===== config.mk =====
export PLATFORM = sky130hd
export DESIGN_NAME = count_sequencer
export DESIGN_NICKNAME = d
export VERILOG_FILES = /design/src/rtl/count_seq_pkg.sv /design/src/rtl/count_seq_prescaler.sv /design/src/rtl/count_sequencer.sv
export SDC_FILE = /design/constraint.sdc
export NUM_CORES = 1
export LEC_CHECK = 0
export CORE_MARGIN = 2
export CORE_UTILIZATION = 45
export DETAILED_ROUTE_END_ITERATION = 8
export PLACE_DENSITY = 0.84
export SLEW_MARGIN = 10
export SYNTH_ARGS = -nofsm -noshare
export SYNTH_HDL_FRONTEND = slang
export SYNTH_SLANG_ARGS = --single-unit

===== constraint.sdc =====
create_clock -name clk -period 1.6 [get_ports clk]
set_input_delay 0.32 -clock clk [delete_from_list [all_inputs] [get_ports clk]]
set_output_delay 0.32 -clock clk [all_outputs]
set_load 0.01 [all_outputs]

===== src/rtl/count_seq_pkg.sv =====
// Shared encodings for the count sequencer: command ops and FSM states.
package count_seq_pkg;

  typedef enum logic [1:0] {
    OP_STOP     = 2'b00,
    OP_ONESHOT  = 2'b01,
    OP_PERIODIC = 2'b10,
    OP_RSVD     = 2'b11
  } op_e;

  typedef enum logic [1:0] {
    S_IDLE  = 2'b00,
    S_CLEAR = 2'b01,
    S_RUN   = 2'b10,
    S_DONE  = 2'b11
  } state_e;

  // The reserved op decodes as STOP, so only these two start a count.
  function automatic logic is_start(logic [1:0] op);
    return (op == OP_ONESHOT) || (op == OP_PERIODIC);
  endfunction

endpackage


===== src/rtl/count_seq_prescaler.sv =====
// Enable divider: tick fires once every PRESCALE run cycles, restarted by clear.
module count_seq_prescaler #(
  parameter int PRESCALE = 4
) (
  input  logic clk,
  input  logic reset,
  input  logic clear,
  input  logic run,
  output logic tick
);

  localparam int PW = (PRESCALE > 1) ? $clog2(PRESCALE) : 1;

  logic [PW-1:0] pre_q, pre_d;

  assign tick = run && (pre_q == PW'(PRESCALE - 1));

  always_comb begin
    pre_d = pre_q;
    if (clear)    pre_d = '0;
    else if (run) pre_d = tick ? '0 : pre_q + 1'b1;
  end

  always_ff @(posedge clk or negedge reset) begin
    if (!reset) pre_q <= '0;
    else        pre_q <= pre_d;
  end

endmodule


===== src/rtl/count_sequencer.sv =====
// Command-driven start/stop controller for the free-running counter.
// Optional enable prescaler is built when COUNT_SEQ_PRESCALE_EN is defined.
module count_sequencer
  import count_seq_pkg::*;
#(
  parameter int WIDTH    = 8,
  parameter int PRESCALE = 4
) (
  input  logic             clk,
  input  logic             reset,
  input  logic             cmd_valid,
  output logic             cmd_ready,
  input  logic [1:0]       cmd_op,
  input  logic [WIDTH-1:0] cmd_target,
  input  logic [WIDTH-1:0] count,
  output logic             cnt_clr,
  output logic             cnt_en,
  output logic             done,
  output logic             busy,
  output logic [WIDTH-1:0] period_cnt
);

  state_e           state_q, state_d;
  op_e              mode_q, mode_d;
  logic [WIDTH-1:0] target_q, target_d;
  logic [WIDTH-1:0] period_q, period_d;

  logic accept, start, stop, match, tick;

  // Gated by reset so nothing can be accepted while the block is held.
  assign cmd_ready = reset && ((state_q == S_IDLE) || (state_q == S_RUN));
  assign accept    = cmd_valid && cmd_ready;
  assign start     = accept && is_start(cmd_op);
  assign stop      = accept && !is_start(cmd_op);
  assign match     = (count == target_q);

`ifdef COUNT_SEQ_PRESCALE_EN
  count_seq_prescaler #(.PRESCALE(PRESCALE)) u_pre (
    .clk   (clk),
    .reset (reset),
    .clear (state_q == S_CLEAR),
    .run   (state_q == S_RUN),
    .tick  (tick)
  );
`else
  logic unused_prescale;
  assign unused_prescale = (PRESCALE != 0);
  assign tick = 1'b1;
`endif

  always_comb begin
    state_d  = state_q;
    mode_d   = mode_q;
    target_d = target_q;
    period_d = period_q;
    case (state_q)
      S_IDLE: begin
        if (start) begin
          target_d = cmd_target;
          mode_d   = op_e'(cmd_op);
          period_d = '0;
          state_d  = S_CLEAR;
        end
      end
      S_CLEAR: state_d = S_RUN;
      S_RUN: begin
        // A command wins over a match landing in the same cycle.
        if (start) begin
          target_d = cmd_target;
          mode_d   = op_e'(cmd_op);
          period_d = '0;
          state_d  = S_CLEAR;
        end else if (stop) begin
          state_d = S_IDLE;
        end else if (match) begin
          state_d = S_DONE;
        end
      end
      S_DONE: begin
        period_d = period_q + 1'b1;
        state_d  = (mode_q == OP_PERIODIC) ? S_CLEAR : S_IDLE;
      end
      default: state_d = S_IDLE;
    endcase
  end

  always_ff @(posedge clk or negedge reset) begin
    if (!reset) begin
      state_q  <= S_IDLE;
      mode_q   <= OP_ONESHOT;
      target_q <= '0;
      period_q <= '0;
    end else begin
      state_q  <= state_d;
      mode_q   <= mode_d;
      target_q <= target_d;
      period_q <= period_d;
    end
  end

  assign cnt_clr    = (state_q == S_CLEAR);
  assign cnt_en     = (state_q == S_RUN) && !match && tick;
  assign done       = (state_q == S_DONE);
  assign busy       = (state_q != S_IDLE);
  assign period_cnt = period_q;

endmodule


Word-level counts from Yosys, hierarchy flattened
Cells that the tools add are included.
{"block": "word_totals", "ff_bits": 20}
{"block": "classes", "reduce_logical": 16, "n_eq_ne": 10, "n_addsub": 1, "muxes": 8}
{"cell": "8-bit one-hot mux with 2 select lines", "count": 1}
{"cell": "8-bit by 1-bit adder with 8-bit output, second input constant", "count": 1}
{"cell": "2-bit == test, second input constant", "count": 4}
{"cell": "8-bit == test", "count": 1}
{"cell": "2-bit two-way mux", "count": 4}
{"cell": "8-bit two-way mux", "count": 1}
{"cell": "2-bit one-hot mux with 4 select lines", "count": 1}
{"cell": "2-bit AND reduction", "count": 3}
{"cell": "1-bit logical AND", "count": 5}
{"cell": "2-bit by 1-bit == test with 1-bit output, second input constant", "count": 2}
{"cell": "4-bit inequality test, second input constant", "count": 1}
{"cell": "2-bit nonzero test", "count": 2}
{"cell": "1-bit logical NOT", "count": 2}
{"cell": "2-bit logical NOT", "count": 1}
{"cell": "1-bit logical OR", "count": 2}
{"cell": "2-bit by 1-bit inequality test with 1-bit output, second input constant", "count": 1}
{"cell": "2-bit inequality test, second input constant", "count": 1}
{"cell": "2-bit OR reduction", "count": 1}
{"cell": "1-bit two-way mux", "count": 1}

Longest topological paths before layout
Gate-level depths: netlist (run 1).
{"block": "depth", "word_depth": 8, "depth_mapped": 5, "mapped_depth_nobuf": 5}

Worst setup path before layout (run 1)
No wires, ideal clock.
{"block": "synth_timing", "path_type": "register to register", "from": "reg state_q[0]", "to": "reg target_q[0]", "period_less_slack_ns": 1.348, "stages_incl_launch_ff": 5, "required_time_ns": 1.475, "arrival_ns": 1.223, "slack_ns": 0.252, "cell_sequence": "dfrtp_1 nand3b_4 nor2_2 buf_6 mux2_4"}
{"block": "synth_via", "elab_chain_cells": 6}
{"item": "start, declared", "line_no": "count_sequencer.sv:23", "text": "state_e state_q, state_d;"}
{"item": "start signal, assigned", "line_no": "count_sequencer.sv:94", "text": "state_q <= state_d;"}
{"item": "2-bit == test / 2-bit logical NOT (equally long branches)", "line_no": "count_sequencer.sv:31, count_sequencer.sv:56"}
{"item": "1-bit logical OR", "line_no": "count_sequencer.sv:31", "text": "assign cmd_ready = reset && ((state_q == S_IDLE) || (state_q == S_RUN));"}
{"item": "1-bit logical AND", "line_no": "count_sequencer.sv:31"}
{"item": "1-bit logical AND", "line_no": "count_sequencer.sv:32", "text": "assign accept = cmd_valid && cmd_ready;"}
{"item": "1-bit logical AND", "line_no": "count_sequencer.sv:33", "text": "assign start = accept && is_start(cmd_op);"}
{"item": "2-bit AND reduction (no line) (*)"}
{"item": "end signal, assigned", "line_no": "count_sequencer.sv:96", "text": "target_q <= target_d;"}
{"item": "end, declared", "line_no": "count_sequencer.sv:25", "text": "logic [WIDTH-1:0] target_q, target_d;"}
Every way passes the cells marked *; elsewhere a longest branch is shown, timed or not.
A chain may end at the register's enable or synchronous reset.

Worst setup path after layout (run 1)
{"block": "layout_timing", "from": "in count[4]", "to": "out cnt_en"}
{"block": "layout_via", "elab_chain_cells": 3}
{"item": "start, declared", "line_no": "count_sequencer.sv:15", "text": "input logic [WIDTH-1:0] count,"}
{"item": "8-bit == test", "line_no": "count_sequencer.sv:35", "text": "assign match = (count == target_q);"}
{"item": "1-bit logical NOT", "line_no": "count_sequencer.sv:102", "text": "assign cnt_en = (state_q == S_RUN) && !match && tick;"}
{"item": "1-bit logical AND", "line_no": "count_sequencer.sv:102"}
{"item": "end, declared", "line_no": "count_sequencer.sv:17", "text": "output logic cnt_en,"}
No other way between the ends.

==> impl_metrics.env, run 1 <==
export IMPL_status="finished, violations left"
export IMPL_violations="setup timing"
export IMPL_nets=179
export IMPL_ys_seq_area_share_pct=47.9
export IMPL_hp_class="input pin to async pin"
export IMPL_pre_cts_slack_ns=-0.513
export IMPL_cp_top_family="buffers and inverters"
export IMPL_clock_latency_ns=0.31
export IMPL_drt_pass1_iter_count=4
export IMPL_cpPeakStageDelay_ns=0.47
export IMPL_period_share_pct=107
export IMPL_vdd_drop_max_mv=0.697
export IMPL_grt_pass1_wl_um=4260
export IMPL_synth_ff_type="dfrtp_1"
export IMPL_startpoint_type="input pin"
export IMPL_die_x_um=52.2
export IMPL_hpwlAfterDp_um=1840
export IMPL_clock_skew_ns=0.00122
export IMPL_maxCapViolations=0
export IMPL_coreArea_um2=2210
export IMPL_seq_power_share_pct=45.9
export IMPL_antennaDiodeCount=0
export IMPL_slew_headroom_pct=84.8
export IMPL_stdcell_area_um2=1640
export IMPL_yosysMostFrequentCell="dfrtp_1"
export IMPL_first_global_vias=974
export IMPL_die_area_um2=2730
export IMPL_p_total_mw=1.38
export IMPL_clock_sinks=20
export IMPL_ys_warnings_count=0
export IMPL_finalHoldViolCount=0
export IMPL_yosysTopAreaCell="dfrtp_1"
export IMPL_numCtsBuffers=3
export IMPL_ant_nets=0
export IMPL_start_util_pct=47.3
export IMPL_async_flop_share_pct=100
export IMPL_syn_cell_area_um2=1050
export IMPL_setup_viol=1
export IMPL_setup_ws_ns=-0.108
export IMPL_overflow=0
export IMPL_antenna_found_initial=0
export IMPL_placedInstanceArea_um2=1510
export IMPL_p_leak_nw=0.822
export IMPL_period_needed_ns=1.71
export IMPL_clkPwrFrac_pct=19.2
export IMPL_die_y_um=52.2
export IMPL_htreeDepth=1
export IMPL_portBuffers=33
export IMPL_path_max_fanout=2
export IMPL_utilization_pct=74.0
export IMPL_crit_slowest_cell="clkdlybuf4s50_1"
export IMPL_cts_max_path_buffers=2
export IMPL_crit_type="input pin to primary output"
export IMPL_cts_root_buffer="clkbuf_4"
export IMPL_p_switching_mw=0.393
export IMPL_synth_distinct_cells=31
export IMPL_synth_edf_count=0
export IMPL_wl_um=2670
export IMPL_combPwrFrac_pct=34.9
export IMPL_worst_ep_arrival_time_ns=1.39
export IMPL_synth_top_cells_by_area="dfrtp_1 (45%), mux2_4 (8.6%), xnor2_1 (7.5%)"
export IMPL_cts_tree="yes"
export IMPL_rows=17
export IMPL_gp_congestion=0.753
export IMPL_drive_above_1_share_pct=32.1
export IMPL_worstPathRequired_ns=1.28
export IMPL_drt_iter0_drc=8
export IMPL_slew_violations=0
export IMPL_fill_cells=167
export IMPL_fmax_mhz=586
export IMPL_whs_ns=0.367
export IMPL_vias=937
export IMPL_drc=0
export IMPL_grt_usage_pct=21.8
export IMPL_synth_common_cells="dfrtp_1 (19), nand2_1 (9), xnor2_1 (9)"
export IMPL_vias_per_cell=5.09
export IMPL_multi_input_area_um2=534
export IMPL_tightest_slew_ns=0.227
export IMPL_grt_max_degree=12
export IMPL_pin_count=34
export IMPL_p_sw_share_pct=28.5
export IMPL_regArea_um2=502
export IMPL_p_int_mw=0.988
export IMPL_area_growth_pct=56.4
export IMPL_synth_seq_cells=20
export IMPL_syn_inst=94
export IMPL_critPathBufInv=2
export IMPL_syn_avg_cell_area_um2=11.1
export IMPL_cts_clk_slew_worst_paths_ns=0.11
export IMPL_power_density_nw_per_um2=844
export IMPL_drt_wirelength_per_cell_um=14.5
export IMPL_rsz0062_at_grt="yes"
export IMPL_cp_cell_sequence="clkdlybuf4s50_1 > xnor2_1 > nand4_1 > nor2_1 > nor3b_1 > buf_2"
export IMPL_cp_end_kind="primary output"
export IMPL_synth_top_area_share_pct=45.4
export IMPL_synth_fp_nets=116
## flip-flops by register name (all words and copies together), names as in the netlist
register / count
state_q: 2
period_cnt: 8
target_q: 8
mode_q: 2
## metal layers
metal  track usage [%]  wire length, µm  part of all wire (%)
met5                 0                0                     0
met4              8.55               38                   1.4
met3              4.86               92                   3.4
met2              35.2             1330                    50
met1              28.4             1220                    45
## final timing paths
check | from | end | slack, ns | cells after the start
worst max register to register | state_q[0]$_DFFE_PN0P_ | target_q[7]$_DFFE_PN0P_ | 0.06 | 5
min in group clk | period_cnt[7]$_DFFE_PN0P_ | period_cnt[7]$_DFFE_PN0P_ | 0.49 | 1
worst max-delay path | count[4] | cnt_en | -0.11 | 6
max in group asynchronous | reset | target_q[4]$_DFFE_PN0P_ | 0.98 | 3
worst min register to register | period_cnt[7]$_DFFE_PN0P_ | period_cnt[7]$_DFFE_PN0P_ | 0.49 | 1
worst min-delay path | reset | target_q[5]$_DFFE_PN0P_ | 0.37 | 2
## worst register-to-register path: stages, from the launching register on
cell and delay (ns):
dfrtp_1 0.45, buf_4 0.16, nand3b_4 0.16, nor2_4 0.17, buf_12 0.15, mux2_2 0.34
## what timing repair did
| action | CTS | global route |
|---|---|---|
| endpoints found under the setup margin | 11 | 8 |
| pin swaps | 1 | 6 |
| resized for setup | 18 | 12 |
| hold buffers | 0 | 0 |
| buffers inserted | 9 | 5 |
## cells by family after synthesis
kind of cell	after synthesis	share of synthesized area [%]
xor gates and xnor gates	11	9.92
and+or+nand+nor	35	18.3
adders and majority gates	1	1.19
DFF	20	47.9
muxes	11	13.6
buffers and inverters	4	2.15
AOI/OAI and AO/OA	12	6.93
## power by group through the flow
stage          clock, mW  combinational (mW)  sequential [mW]
2_1_floorplan          0               0.205            0.651
3_3_place_gp           0               0.379            0.656
3_5_place_dp           0               0.389            0.662
4_1_cts            0.267               0.441            0.637
5_1_grt            0.293               0.517            0.642
6_report           0.265               0.482            0.635
## final cells by class
cell class | instances | share of cell area [%]
Tap cell | 28 | 2.14
Inverter | 3 | 0.688
Sequential cell | 20 | 30.6
Clock buffer | 4 | 1.60
Multi-Input combinational cell | 70 | 32.6
Timing Repair Buffer | 59 | 32.3
## metrics by stage
step | std cells | setup TNS, ns
final | 184 | -0.108
after global routing | 184 | -0.204
after CTS | 180 | -0.285
after detailed placement | 167 | -3.35
after global placement | 167 | -3.34
after floorplan | 94 | 0
## layout by cell type, fill, tap and decap left out, types with 2 or more instances in the layout
cell type,instances
clkdlybuf4s50_1,24
buf_4,24
dfrtp_1,19
xnor2_1,9
nand2_1,9
nor2_1,7
o21ai_0,6
mux2_4,6
nand3_1,5
inv_1,3
mux2i_1,3
clkbuf_4,3
dlymetal6s2s_1,3
buf_2,3
nand4_1,2
o22ai_1,2
nor3_1,2
a21o_1,2
mux2_2,2
buf_6,2
(Power assumes the default switching activity.)
==> inputs of run 2 (changes only) <==
==> constraint.sdc (replaced) <==
create_clock -name clk -period 1.6 [get_ports clk]
set_input_delay 0.4 -clock clk [delete_from_list [all_inputs] [get_ports clk]]
set_output_delay 0.4 -clock clk [all_outputs]
set_load 0.01 [all_outputs]
==> run 2 against run 1 <==
The run still ends with setup timing left. Core utilization rose by 9.6 points. Via count grew 13%. Wire length grew 31%. Global-route usage rose by 4.3 points. Maximum frequency fell by 9.9%. Sequential share of layout area down 3.5 points. Worst setup slack worse by 0.19 ns. Clock power rose by 64%. Clock skew up 0.0048 ns. Critical path depth fell by 1. Design area rose by 13%. First-iteration DRC count grew to 6.1 times the previous value.
==> impl_metrics.env, run 2 (synthesis gave the netlist of run 1 again) <==
export IMPL_status="finished, violations left"
export IMPL_violations="setup timing"
export IMPL_rr_startpoint="target_q[6]$_DFFE_PN0P_"
export IMPL_die_x_um=52.2
export IMPL_fmax_mhz=528
export IMPL_clock_latency_ns=0.32
export IMPL_cts_root_buffer="clkbuf_4"
export IMPL_start_util_pct=47.3
export IMPL_die_area_um2=2730
export IMPL_crit_slowest_cell="dfrtp_1"
export IMPL_instances_no_fill=196
export IMPL_worst_ep_arrival_time_ns=1.49
export IMPL_drt_iter0_drc=49
export IMPL_utilization_pct=83.7
export IMPL_timing_critical_path_from="target_q[6]$_DFFE_PN0P_"
export IMPL_drt_pass1_iter_count=6
export IMPL_slew_violations=0
export IMPL_overflow=0
export IMPL_setup_viol=4
export IMPL_grt_usage_pct=26.1
export IMPL_wl_um=3510
export IMPL_cp_end_kind="primary output"
export IMPL_vias=1062
export IMPL_antennaDiodeCount=0
export IMPL_rrSetupSlack_ns=-0.15
export IMPL_whs_ns=0.0645
export IMPL_p_int_mw=1.18
export IMPL_path_max_fanout=2
export IMPL_clock_skew_ns=0.00605
export IMPL_grt_max_degree=13
export IMPL_cts_clk_slew_worst_paths_ns=0.13
export IMPL_drc=0
export IMPL_power_density_nw_per_um2=890
export IMPL_gp_congestion=0.772
export IMPL_slew_headroom_pct=84.5
export IMPL_final_cell_mix="buf_4 (30), dfrtp_1 (18), clkdlybuf4s50_1 (11)"
export IMPL_startpoint_type="register"
export IMPL_pin_count=34
export IMPL_cp_cell_sequence="xnor2_1 > nand4_1 > nor2_1 > nor3b_1 > buf_2"
export IMPL_regArea_um2=503
export IMPL_fill_cells=124
export IMPL_finalHoldViolCount=0
export IMPL_seq_power_share_pct=39.1
export IMPL_drt_wirelength_per_cell_um=17.9
export IMPL_hp_class="input pin to async pin"
export IMPL_hpwlAfterDp_um=1920
export IMPL_combPwrFrac_pct=34.5
export IMPL_period_share_pct=118
export IMPL_cts_tree="yes"
export IMPL_final_common_cell="buf_4"
export IMPL_clkPwrFrac_pct=26.4
export IMPL_placed_cells=170
export IMPL_pre_cts_slack_ns=-0.681
export IMPL_p_leak_nw=0.996
export IMPL_first_global_vias=1110
export IMPL_reg2reg_to="state_q[0]$_DFFE_PN0P_"
export IMPL_vdd_drop_max_mv=0.844
export IMPL_multi_input_area_um2=572
export IMPL_maxCapViolations=0
export IMPL_rows=17
export IMPL_setup_ws_ns=-0.294
export IMPL_clock_sinks=20
export IMPL_tightest_slew_ns=0.231
export IMPL_p_sw_share_pct=28.1
export IMPL_worstPathRequired_ns=1.20
export IMPL_placedInstanceArea_um2=1530
export IMPL_ant_nets=0
export IMPL_nets=191
export IMPL_cp_top_family="flip-flops"
export IMPL_antenna_found_initial=0
export IMPL_numCtsBuffers=3
export IMPL_rsz0062_at_grt="yes"
export IMPL_grt_pass1_wl_um=5110
export IMPL_die_y_um=52.2
export IMPL_p_switching_mw=0.462
export IMPL_critPathBufInv=1
export IMPL_cpPeakStageDelay_ns=0.42
export IMPL_tns_ns=-0.503
export IMPL_vias_per_cell=5.42
export IMPL_stdcell_area_um2=1850
export IMPL_coreArea_um2=2210
export IMPL_area_growth_pct=76.7
export IMPL_p_total_mw=1.65
export IMPL_portBuffers=33
export IMPL_cts_max_path_buffers=2
export IMPL_htreeDepth=1
export IMPL_crit_type="register to primary output"
export IMPL_drive_above_1_share_pct=39.9
export IMPL_period_needed_ns=1.89
export IMPL_ff2ff_path_depth=8
## run 2: worst max path at each step
| stage | to | slack, ns | cells after the start |
|---|---|---|---|
| floorplan | cnt_en | 0.23 | 4 |
| global placement | cnt_en | -0.67 | 6 |
| detailed placement | cnt_en | -0.68 | 6 |
| CTS | state_q[0]$_DFFE_PN0P_ | -0.26 | 10 |
| global route | cnt_en | -0.36 | 5 |
| finish | cnt_en | -0.29 | 5 |
## run 2: power groups by stage
stage                     registers (mW)  logic, mW  clock network (mW)
after global placement             0.657      0.386                   0
final                              0.644      0.567               0.435
after global routing               0.651      0.599               0.463
after detailed placement           0.663      0.397                   0
after floorplan                    0.651      0.205                   0
after CTS                          0.638      0.495               0.428
## run 2: cell type report
| type | instances | area share [%] |
|---|---|---|
| Multi-Input combinational cell | 70 | 30.9 |
| Clock inverter | 1 | 1.62 |
| Timing Repair Buffer | 71 | 36.6 |
| Sequential cell | 20 | 27.2 |
| Inverter | 3 | 0.609 |
| Clock buffer | 3 | 1.22 |
| Tap cell | 28 | 1.89 |
## run 2: what timing repair did
item                                    CTS  global route
buffers inserted                         20             3
resized for setup                        36            21
endpoints found under the setup margin   15            15
gates cloned                              0             1
hold buffers                              0             0
pin swaps                                 2            15
## run 2: per-layer routing
| layer | routed length (µm) | GRT usage (%) |
|---|---|---|
| met5 | 0 | 0 |
| met3 | 205 | 4.86 |
| met4 | 113 | 9.40 |
| met2 | 1820 | 46.8 |
| met1 | 1370 | 31.0 |
